`config.mk`:
```
export PLATFORM = sky130hd
export DESIGN_NAME = dp_ram_gen
export DESIGN_NICKNAME = d
export VERILOG_FILES = /design/src/rtl/dp_ram_pkg.sv /design/src/rtl/dp_ram_rdpipe.sv /design/src/rtl/dp_ram_gen.sv
export SDC_FILE = /design/constraint.sdc
export NUM_CORES = 2
export LEC_CHECK = 0
export BUFFER_PORTS_ARGS = -buffer_cell sky130_fd_sc_hd__buf_2
export CORE_UTILIZATION = 57
export DETAILED_ROUTE_END_ITERATION = 16
export PLACE_DENSITY_LB_ADDON = 0.3
export SYNTH_ARGS = -nofsm -noshare
export SYNTH_HDL_FRONTEND = slang
export SYNTH_SLANG_ARGS = --single-unit
```
`constraint.sdc`:
```
create_clock -name clk -period 5.6 [get_ports clk]
set_input_delay 0.56 -clock clk [delete_from_list [all_inputs] [get_ports clk]]
set_output_delay 0.56 -clock clk [all_outputs]
set_load 0.03 [all_outputs]
```
`src/rtl/dp_ram_pkg.sv`:
```
// Shared types and helpers for the generic dual-port RAM and its read pipeline.
// Word/byte helpers work on a wide container so any DATA_W up to MAX_DATA_W fits.
package dp_ram_pkg;

  typedef enum logic [0:0] {
    ST_CLEAR = 1'b0,
    ST_READY = 1'b1
  } clr_state_e;

  localparam int MAX_DATA_W = 1024;
  localparam int MAX_BE_W   = MAX_DATA_W / 8;

  // Byte-enable width for a given word width.
  function automatic int calc_be_w(input int data_w);
    return data_w / 8;
  endfunction

  // Word count for a given address width.
  function automatic int calc_depth(input int addr_w);
    return 1 << addr_w;
  endfunction

  // Old word with every enabled byte replaced by the matching byte of the new word.
  function automatic logic [MAX_DATA_W-1:0] byte_merge(
    input logic [MAX_DATA_W-1:0] old_word,
    input logic [MAX_DATA_W-1:0] new_word,
    input logic [MAX_BE_W-1:0]   be
  );
    logic [MAX_DATA_W-1:0] res;
    res = old_word;
    for (int i = 0; i < MAX_BE_W; i++) begin
      if (be[i]) res[8*i +: 8] = new_word[8*i +: 8];
    end
    return res;
  endfunction

endpackage

```
`src/rtl/dp_ram_rdpipe.sv`:
```
// Read output pipeline: RD_LAT register stages of data and valid, no backpressure.
// Data stages only load on valid, so the output word holds between results.
module dp_ram_rdpipe #(
  parameter int DATA_W = 16,
  parameter int RD_LAT = 1
) (
  input  logic              clk,
  input  logic              rst,
  input  logic              vld_i,
  input  logic [DATA_W-1:0] dat_i,
  output logic              vld_o,
  output logic [DATA_W-1:0] dat_o
);

  logic [RD_LAT-1:0] vld_q, vld_d;
  logic [DATA_W-1:0] dat_q [RD_LAT];
  logic [DATA_W-1:0] dat_d [RD_LAT];

  always_comb begin
    vld_d = '0;
    for (int i = 0; i < RD_LAT; i++) begin
      dat_d[i] = dat_q[i];
    end
    vld_d[0] = vld_i;
    if (vld_i) dat_d[0] = dat_i;
    for (int i = 1; i < RD_LAT; i++) begin
      vld_d[i] = vld_q[i-1];
      if (vld_q[i-1]) dat_d[i] = dat_q[i-1];
    end
  end

  // Reset flushes every stage, so in-flight reads never surface.
  always_ff @(posedge clk) begin
    if (rst) begin
      vld_q <= '0;
      for (int i = 0; i < RD_LAT; i++) begin
        dat_q[i] <= '0;
      end
    end else begin
      vld_q <= vld_d;
      dat_q <= dat_d;
    end
  end

  assign vld_o = vld_q[RD_LAT-1];
  assign dat_o = dat_q[RD_LAT-1];

endmodule

```
`src/rtl/dp_ram_gen.sv`:
```
// Simple dual-port RAM (1W/1R, one clock) with byte enables, RD_LAT 1/2 read latency,
// selectable collision mode and a one-word-per-cycle clear engine; requests dropped while busy.
module dp_ram_gen
  import dp_ram_pkg::*;
#(
  parameter int DATA_W       = 16,
  parameter int ADDR_W       = 8,
  parameter int RD_LAT       = 1,
  parameter int BYPASS       = 1,
  parameter int CLEAR_ON_RST = 1
) (
  input  logic                clk,
  input  logic                rst,
  input  logic                wr_en,
  input  logic [ADDR_W-1:0]   wr_addr,
  input  logic [DATA_W-1:0]   wr_data,
  input  logic [DATA_W/8-1:0] wr_be,
  input  logic                rd_en,
  input  logic [ADDR_W-1:0]   rd_addr,
  output logic [DATA_W-1:0]   rd_data,
  output logic                rd_valid,
  output logic                busy
);

  localparam int BE_W  = calc_be_w(DATA_W);
  localparam int DEPTH = calc_depth(ADDR_W);
  localparam clr_state_e RST_STATE = (CLEAR_ON_RST != 0) ? ST_CLEAR : ST_READY;
  localparam logic [ADDR_W-1:0] LAST_ADDR = ADDR_W'(DEPTH - 1);

  clr_state_e        state_q, state_d;
  logic [ADDR_W-1:0] clr_addr_q, clr_addr_d;
  logic [DATA_W-1:0] mem_q [DEPTH];

  logic              wr_acc;
  logic              rd_acc;
  logic              collide;
  logic [DATA_W-1:0] rd_word;

  assign busy    = (state_q == ST_CLEAR);
  assign wr_acc  = wr_en & ~busy;
  assign rd_acc  = rd_en & ~busy;
  assign collide = wr_acc & rd_acc & (wr_addr == rd_addr);

  // The counter parks on the last address when done; only reset returns it to zero.
  always_comb begin
    state_d    = state_q;
    clr_addr_d = clr_addr_q;
    case (state_q)
      ST_CLEAR: begin
        if (clr_addr_q == LAST_ADDR) begin
          state_d = ST_READY;
        end else begin
          clr_addr_d = clr_addr_q + ADDR_W'(1);
        end
      end
      default: ;
    endcase
  end

  always_ff @(posedge clk) begin
    if (rst) begin
      state_q    <= RST_STATE;
      clr_addr_q <= '0;
    end else begin
      state_q    <= state_d;
      clr_addr_q <= clr_addr_d;
    end
  end

  // Array has no reset; the clear engine owns the write port while busy.
  always_ff @(posedge clk) begin
    if (busy && !rst) begin
      mem_q[clr_addr_q] <= '0;
    end else if (wr_acc) begin
      for (int i = 0; i < BE_W; i++) begin
        if (wr_be[i]) mem_q[wr_addr][8*i +: 8] <= wr_data[8*i +: 8];
      end
    end
  end

  // Write-first mode forwards the enabled bytes of a same-address write.
  always_comb begin
    rd_word = mem_q[rd_addr];
    if ((BYPASS != 0) && collide) begin
      rd_word = DATA_W'(byte_merge(MAX_DATA_W'(mem_q[rd_addr]),
                                   MAX_DATA_W'(wr_data),
                                   MAX_BE_W'(wr_be)));
    end
  end

  dp_ram_rdpipe #(
    .DATA_W (DATA_W),
    .RD_LAT (RD_LAT)
  ) u_rdpipe (
    .clk   (clk),
    .rst   (rst),
    .vld_i (rd_acc),
    .dat_i (rd_word),
    .vld_o (rd_valid),
    .dat_o (rd_data)
  );

endmodule

```
==> flow_summary.html <==
<table>
<tr><th>Metric</th><th>Value</th></tr>
<tr><th colspan="2">Floorplanning</th></tr>
<tr><td>Row count</td><td>194</td></tr>
<tr><td>Number of I/O pins</td><td>56</td></tr>
<tr><td>Effective utilization at floorplan</td><td>57.5%</td></tr>
<tr><td>Die Outline Area</td><td>284000 µm²</td></tr>
<tr><td>Area inside the core boundary</td><td>280000 µm²</td></tr>
<tr><td>Chip Width</td><td>533 µm</td></tr>
<tr><td>Vertical extent of the die</td><td>533 µm</td></tr>
<tr><th colspan="2">GRT</th></tr>
<tr><td>Busiest metal layer after global routing</td><td>met2</td></tr>
<tr><td>Tot GR Track Use</td><td>32.4%</td></tr>
<tr><td>M3 GR Usage</td><td>11.3%</td></tr>
<tr><td>Antenna violations before repair</td><td>45</td></tr>
<tr><td>Largest net degree at the start of global routing</td><td>161</td></tr>
<tr><td>Met1 Resource Use GR</td><td>43.7%</td></tr>
<tr><td>Global-route track usage on met2</td><td>46.9%</td></tr>
<tr><td>Global-route wire length before repair</td><td>641 mm</td></tr>
<tr><td>Via count of the first global-routing pass</td><td>82852</td></tr>
<tr><td>Total grt overflow</td><td>0</td></tr>
<tr><th colspan="2">STA</th></tr>
<tr><td>Worst slew pin tran</td><td>1480 ps</td></tr>
<tr><td>Hold violation count in the final report</td><td>0</td></tr>
<tr><td>Clock Skew</td><td>70.1 ps</td></tr>
<tr><td>Setup repair after global routing missed its margin</td><td>false</td></tr>
<tr><td>Worst path setup slack after routing</td><td>1100 ps</td></tr>
<tr><td>Count of endpoints failing setup in the final report</td><td>0</td></tr>
<tr><td>Final max-slew violation count</td><td>0</td></tr>
<tr><td>Total Negative Setup Slacks</td><td>0 ps</td></tr>
<tr><td>Highest attainable clock frequency</td><td>222 MHz</td></tr>
<tr><td>Smallest hold slack</td><td>42.4 ps</td></tr>
<tr><td>Slew Limit Headroom</td><td>0.852%</td></tr>
<tr><td>Post-route fraction of the period consumed by the critical path</td><td>80.3%</td></tr>
<tr><td>Post-layout min period</td><td>4500 ps</td></tr>
<tr><th colspan="2">Critical path</th></tr>
<tr><td>Worst Setup End Kind</td><td>register</td></tr>
<tr><td>Kind of cell adding the most delay to the critical path</td><td>simple AND/OR/NAND/NOR gates</td></tr>
<tr><td>Maximum cell stage delay along the critical path</td><td>1100 ps</td></tr>
<tr><td>Required time at the worst-slack endpoint</td><td>6140 ps</td></tr>
<tr><td>Type of the worst setup path</td><td>register to register</td></tr>
<tr><td>Cell Chain, Critical Path</td><td>and2_1, o21ai_1, or3_1, o31ai_1, nand2_4, buf_4, nor2_1</td></tr>
<tr><td>Arrival @ worst endpoint</td><td>5030 ps</td></tr>
<tr><td>Element type at the critical path start</td><td>register</td></tr>
<tr><td>Start point of the critical path</td><td>state_q</td></tr>
<tr><td>Slowest-stage cell, CP</td><td>nand2_4</td></tr>
<tr><td>Buffer and inverter count on the worst path</td><td>1</td></tr>
<tr><td>CP max FO</td><td>27</td></tr>
<tr><td>Startpoint of the lowest-slack register-to-register path</td><td>state_q</td></tr>
<tr><th colspan="2">Min path</th></tr>
<tr><td>Min-delay src</td><td>wr_data[1]</td></tr>
<tr><td>Hold/Removal Path Class</td><td>primary input to register</td></tr>
<tr><th colspan="2">Synth</th></tr>
<tr><td>Netlist cell types</td><td>80</td></tr>
<tr><td>Post-synthesis net count</td><td>7716</td></tr>
<tr><td>Yosys synthesis warning count</td><td>0</td></tr>
<tr><td>Number of synthesized flops with an enable pin</td><td>4096</td></tr>
<tr><td>Mux cell area share after synthesis</td><td>15.7%</td></tr>
<tr><td>Mean instance size in the synthesized netlist</td><td>21.0 µm²</td></tr>
<tr><td>Main combinational cell family by area after synthesis</td><td>multiplexers</td></tr>
<tr><td>Cell area after synthesis</td><td>161000 µm²</td></tr>
<tr><td>Synthesized-area fraction occupied by ao, oa, aoi and oai cells</td><td>2.42%</td></tr>
<tr><td>Simple logic cell fraction of the synthesized area</td><td>3.19%</td></tr>
<tr><td>Most frequently used flop master after synthesis</td><td>edfxtp_1</td></tr>
<tr><td>Fraction of synthesis flops using an asynchronous set or reset pin</td><td>0%</td></tr>
<tr><td>Xor/xnor cell area share of the yosys netlist</td><td>0.0817%</td></tr>
<tr><td>Post-synthesis sequential element count</td><td>4122</td></tr>
<tr><td>Share of the yosys chip area belonging to registers</td><td>76.8%</td></tr>
<tr><td>Adder-cell area share of the yosys netlist</td><td>0.00778%</td></tr>
<tr><td>Count of mapped cells out of synthesis</td><td>7677</td></tr>
<tr><th colspan="2">Clock network</th></tr>
<tr><td>CTS Hold Buffers Added</td><td>6</td></tr>
<tr><td>Number of setup buffers added after CTS</td><td>0</td></tr>
<tr><td>Number of CTS-inserted buffers</td><td>396</td></tr>
<tr><td>Clock Pin Slew Worst Setup and Hold Paths</td><td>70 ps</td></tr>
<tr><td>Root buffer selected by CTS</td><td>clkbuf_16</td></tr>
<tr><td>TritonCTS clock tree</td><td>yes</td></tr>
<tr><td>Clk sinks</td><td>4122</td></tr>
<tr><td>Maximum buffer depth of the clock tree</td><td>4</td></tr>
<tr><td>Quantity of gates resized following cts</td><td>0</td></tr>
<tr><td>H-tree depth</td><td>5</td></tr>
<tr><td>Insertion delay to the later sink of the worst-skew pair</td><td>960 ps</td></tr>
<tr><th colspan="2">Placement</th></tr>
<tr><td>Number of buffers inserted by port buffering</td><td>55</td></tr>
<tr><td>Setup slack at placement</td><td>858 ps</td></tr>
<tr><td>Placed Area</td><td>166000 µm²</td></tr>
<tr><td>Number of placed instances with taps included</td><td>11289</td></tr>
<tr><td>Final weighted congestion in routability-driven placement</td><td>0.976</td></tr>
<tr><td>Post-detailed-placement half-perimeter wirelength</td><td>278 mm</td></tr>
<tr><th colspan="2">Power and ir drop</th></tr>
<tr><td>Internal power of the cells</td><td>48.9 mW</td></tr>
<tr><td>Power density normalized to cell area</td><td>348 nW/µm²</td></tr>
<tr><td>Overall power</td><td>62.2 mW</td></tr>
<tr><td>Part of the total power dissipated in combinational logic</td><td>3.9%</td></tr>
<tr><td>IR drop worst, VDD</td><td>0.300 mV</td></tr>
<tr><td>Standby leakage power</td><td>63.3 nW</td></tr>
<tr><td>Switching power as a share of total power</td><td>21.3%</td></tr>
<tr><td>Proportion of power drawn by the clock network</td><td>42.3%</td></tr>
<tr><td>Switching power of the nets</td><td>13.2 mW</td></tr>
<tr><td>Fraction of power consumed by sequential logic</td><td>53.7%</td></tr>
<tr><th colspan="2">Run status</th></tr>
<tr><td>Result of the run</td><td>finished with violations</td></tr>
<tr><td>Violations in the final reports</td><td>capacitance limit</td></tr>
<tr><th colspan="2">Layout</th></tr>
<tr><td>Layout Utilization</td><td>63.9%</td></tr>
<tr><td>Nets@finish</td><td>8008</td></tr>
<tr><td>Layout filler cell count</td><td>18026</td></tr>
<tr><td>Share of final-layout standard cells stronger than drive strength 1</td><td>24.1%</td></tr>
<tr><td>Number of non-filler instances in the completed layout</td><td>12051</td></tr>
<tr><td>Layout Cell Area excl Fill</td><td>179000 µm²</td></tr>
<tr><td>Layout overhead on the synthesized area</td><td>11.2%</td></tr>
<tr><th colspan="2">Route</th></tr>
<tr><td>Post-route antenna net violation count</td><td>0</td></tr>
<tr><td>Final routed wirelength across all metal layers</td><td>459 mm</td></tr>
<tr><td>Via count normalized by instance count</td><td>7.01</td></tr>
<tr><td>Remaining DRCs</td><td>0</td></tr>
<tr><td>Average wire per standard cell</td><td>38.1 µm</td></tr>
<tr><td>Detailed-route via count</td><td>84510</td></tr>
<tr><td>Iter 0 DRT Violations</td><td>12925</td></tr>
<tr><td>Pre-Repair DR Iteration Count</td><td>6</td></tr>
<tr><th colspan="2">Run</th></tr>
<tr><td>Max-Cap Viols</td><td>2</td></tr>
</table>
Yosys cell counts, types with 12 or more instances:
cell      number  area share [%]
a32oi_1       25            0.14
nor2b_1       16           0.062
mux4_2       981              14
or3_1         12           0.047
a21oi_1       81            0.25
mux2_2        21            0.15
a221oi_1      15           0.082
buf_1         32           0.075
nor3_1        29           0.090
o211ai_1      18           0.084
and2_1        31            0.12
a211oi_1      13           0.061
mux2i_1      293             1.8
nand4_1       14           0.054
o221ai_1      79            0.43
nand2_1      357            0.83
o22ai_1       80            0.31
buf_2        122            0.38
dfxtp_1       26            0.32
edfxtp_1    4096              76
clkbuf_1     181            0.42
nor2_1       591             1.4
nor4_1        12           0.047
buf_4         57            0.27
nand3_1       79            0.25
a22oi_1       43            0.20
and3_1        18           0.070
nand3b_1      14           0.065
a31oi_1       35            0.14
o21ai_0       54            0.17
buf_6         71            0.50
nand2b_1      19           0.074
registers in the layout (all words and copies together), names as in the netlist:
signal          flops
state_q             1
mem_q            4096
u_rdpipe.vld_o      1
u_rdpipe.dat_o     16
clr_addr_q          8
cell type report:
cell class | count | area [µm²] | share of cell area [%]
Inverter | 8 | 50.0 | 0.0280
Antenna cell | 38 | 95.1 | 0.0531
Sequential cell | 4122 | 124000 | 69.0
Tap cell | 3724 | 4660 | 2.60
Clock inverter | 249 | 2350 | 1.31
Clock buffer | 469 | 10200 | 5.73
Multi-Input combinational cell | 3072 | 34700 | 19.4
Timing Repair Buffer | 369 | 3280 | 1.83
cell usage in the layout (no fill, tap or decap), types with 21 or more instances in the layout:
master and instances:
mux4_2 981, dfxtp_1 26, a31oi_1 35, o22ai_1 80, nand3_1 79, clkinv_1 88
buf_4 262, mux2_2 21, a32oi_1 25, o221ai_1 79, buf_2 50, o21ai_0 53
bufinv_16 35, diode_2 38, clkbuf_1 70, clkinvlp_4 21, clkbuf_16 399, a22oi_1 43
edfxtp_1 4096, nand2_1 339, nor3_1 27, clkinv_2 77, buf_12 48, nor2_1 586
a21oi_1 81, mux2i_1 293
worst register-to-register path, cell delays in order (launching register included):
cell and delay (ps):
dfxtp_1 410, and2_1 240, o21ai_1 440, or3_1 490
o31ai_1 330, nand2_4 1100, buf_4 560, nor2_1 530
metal layers:
metal	vias to the layer above	share of wire, %
li1	32485	-
met1	43974	35
met2	6789	45
met3	1232	15
met4	30	5.8
met5	-	0.046
final timing paths:
check | endpoint | slack, ps | cells past startpoint
worst min register to register | clr_addr_q[5] | 620 | 3
worst max-delay path | mem_q[162][14] | 1100 | 7
worst min-delay path | u_rdpipe.dat_o[1] | 40 | 3
worst max register to register | mem_q[162][14] | 1100 | 7
power by group through the flow:
stage	logic (mW)	registers [mW]	clock network [mW]
finish	2.45	33.4	26.3
detailed placement	2.35	34.1	0
CTS	2.37	33.4	26.4
floorplan	1.41	34.1	0
global placement	2.33	34.1	0
global route	2.46	33.4	27.5
cells by family (layout without fill, tap and decap cells):
family | after synthesis | count (layout)
and+or+nand+nor | 1213 | 1213
AOI/OAI and AO/OA | 546 | 546
adders and majority gates | 1 | 1
buffers and inverters | 483 | 1095
muxes | 1297 | 1297
DFF | 4122 | 4122
other | 0 | 38
xor gates and xnor gates | 15 | 15
Note: power is estimated with default switching activity, not from simulation.
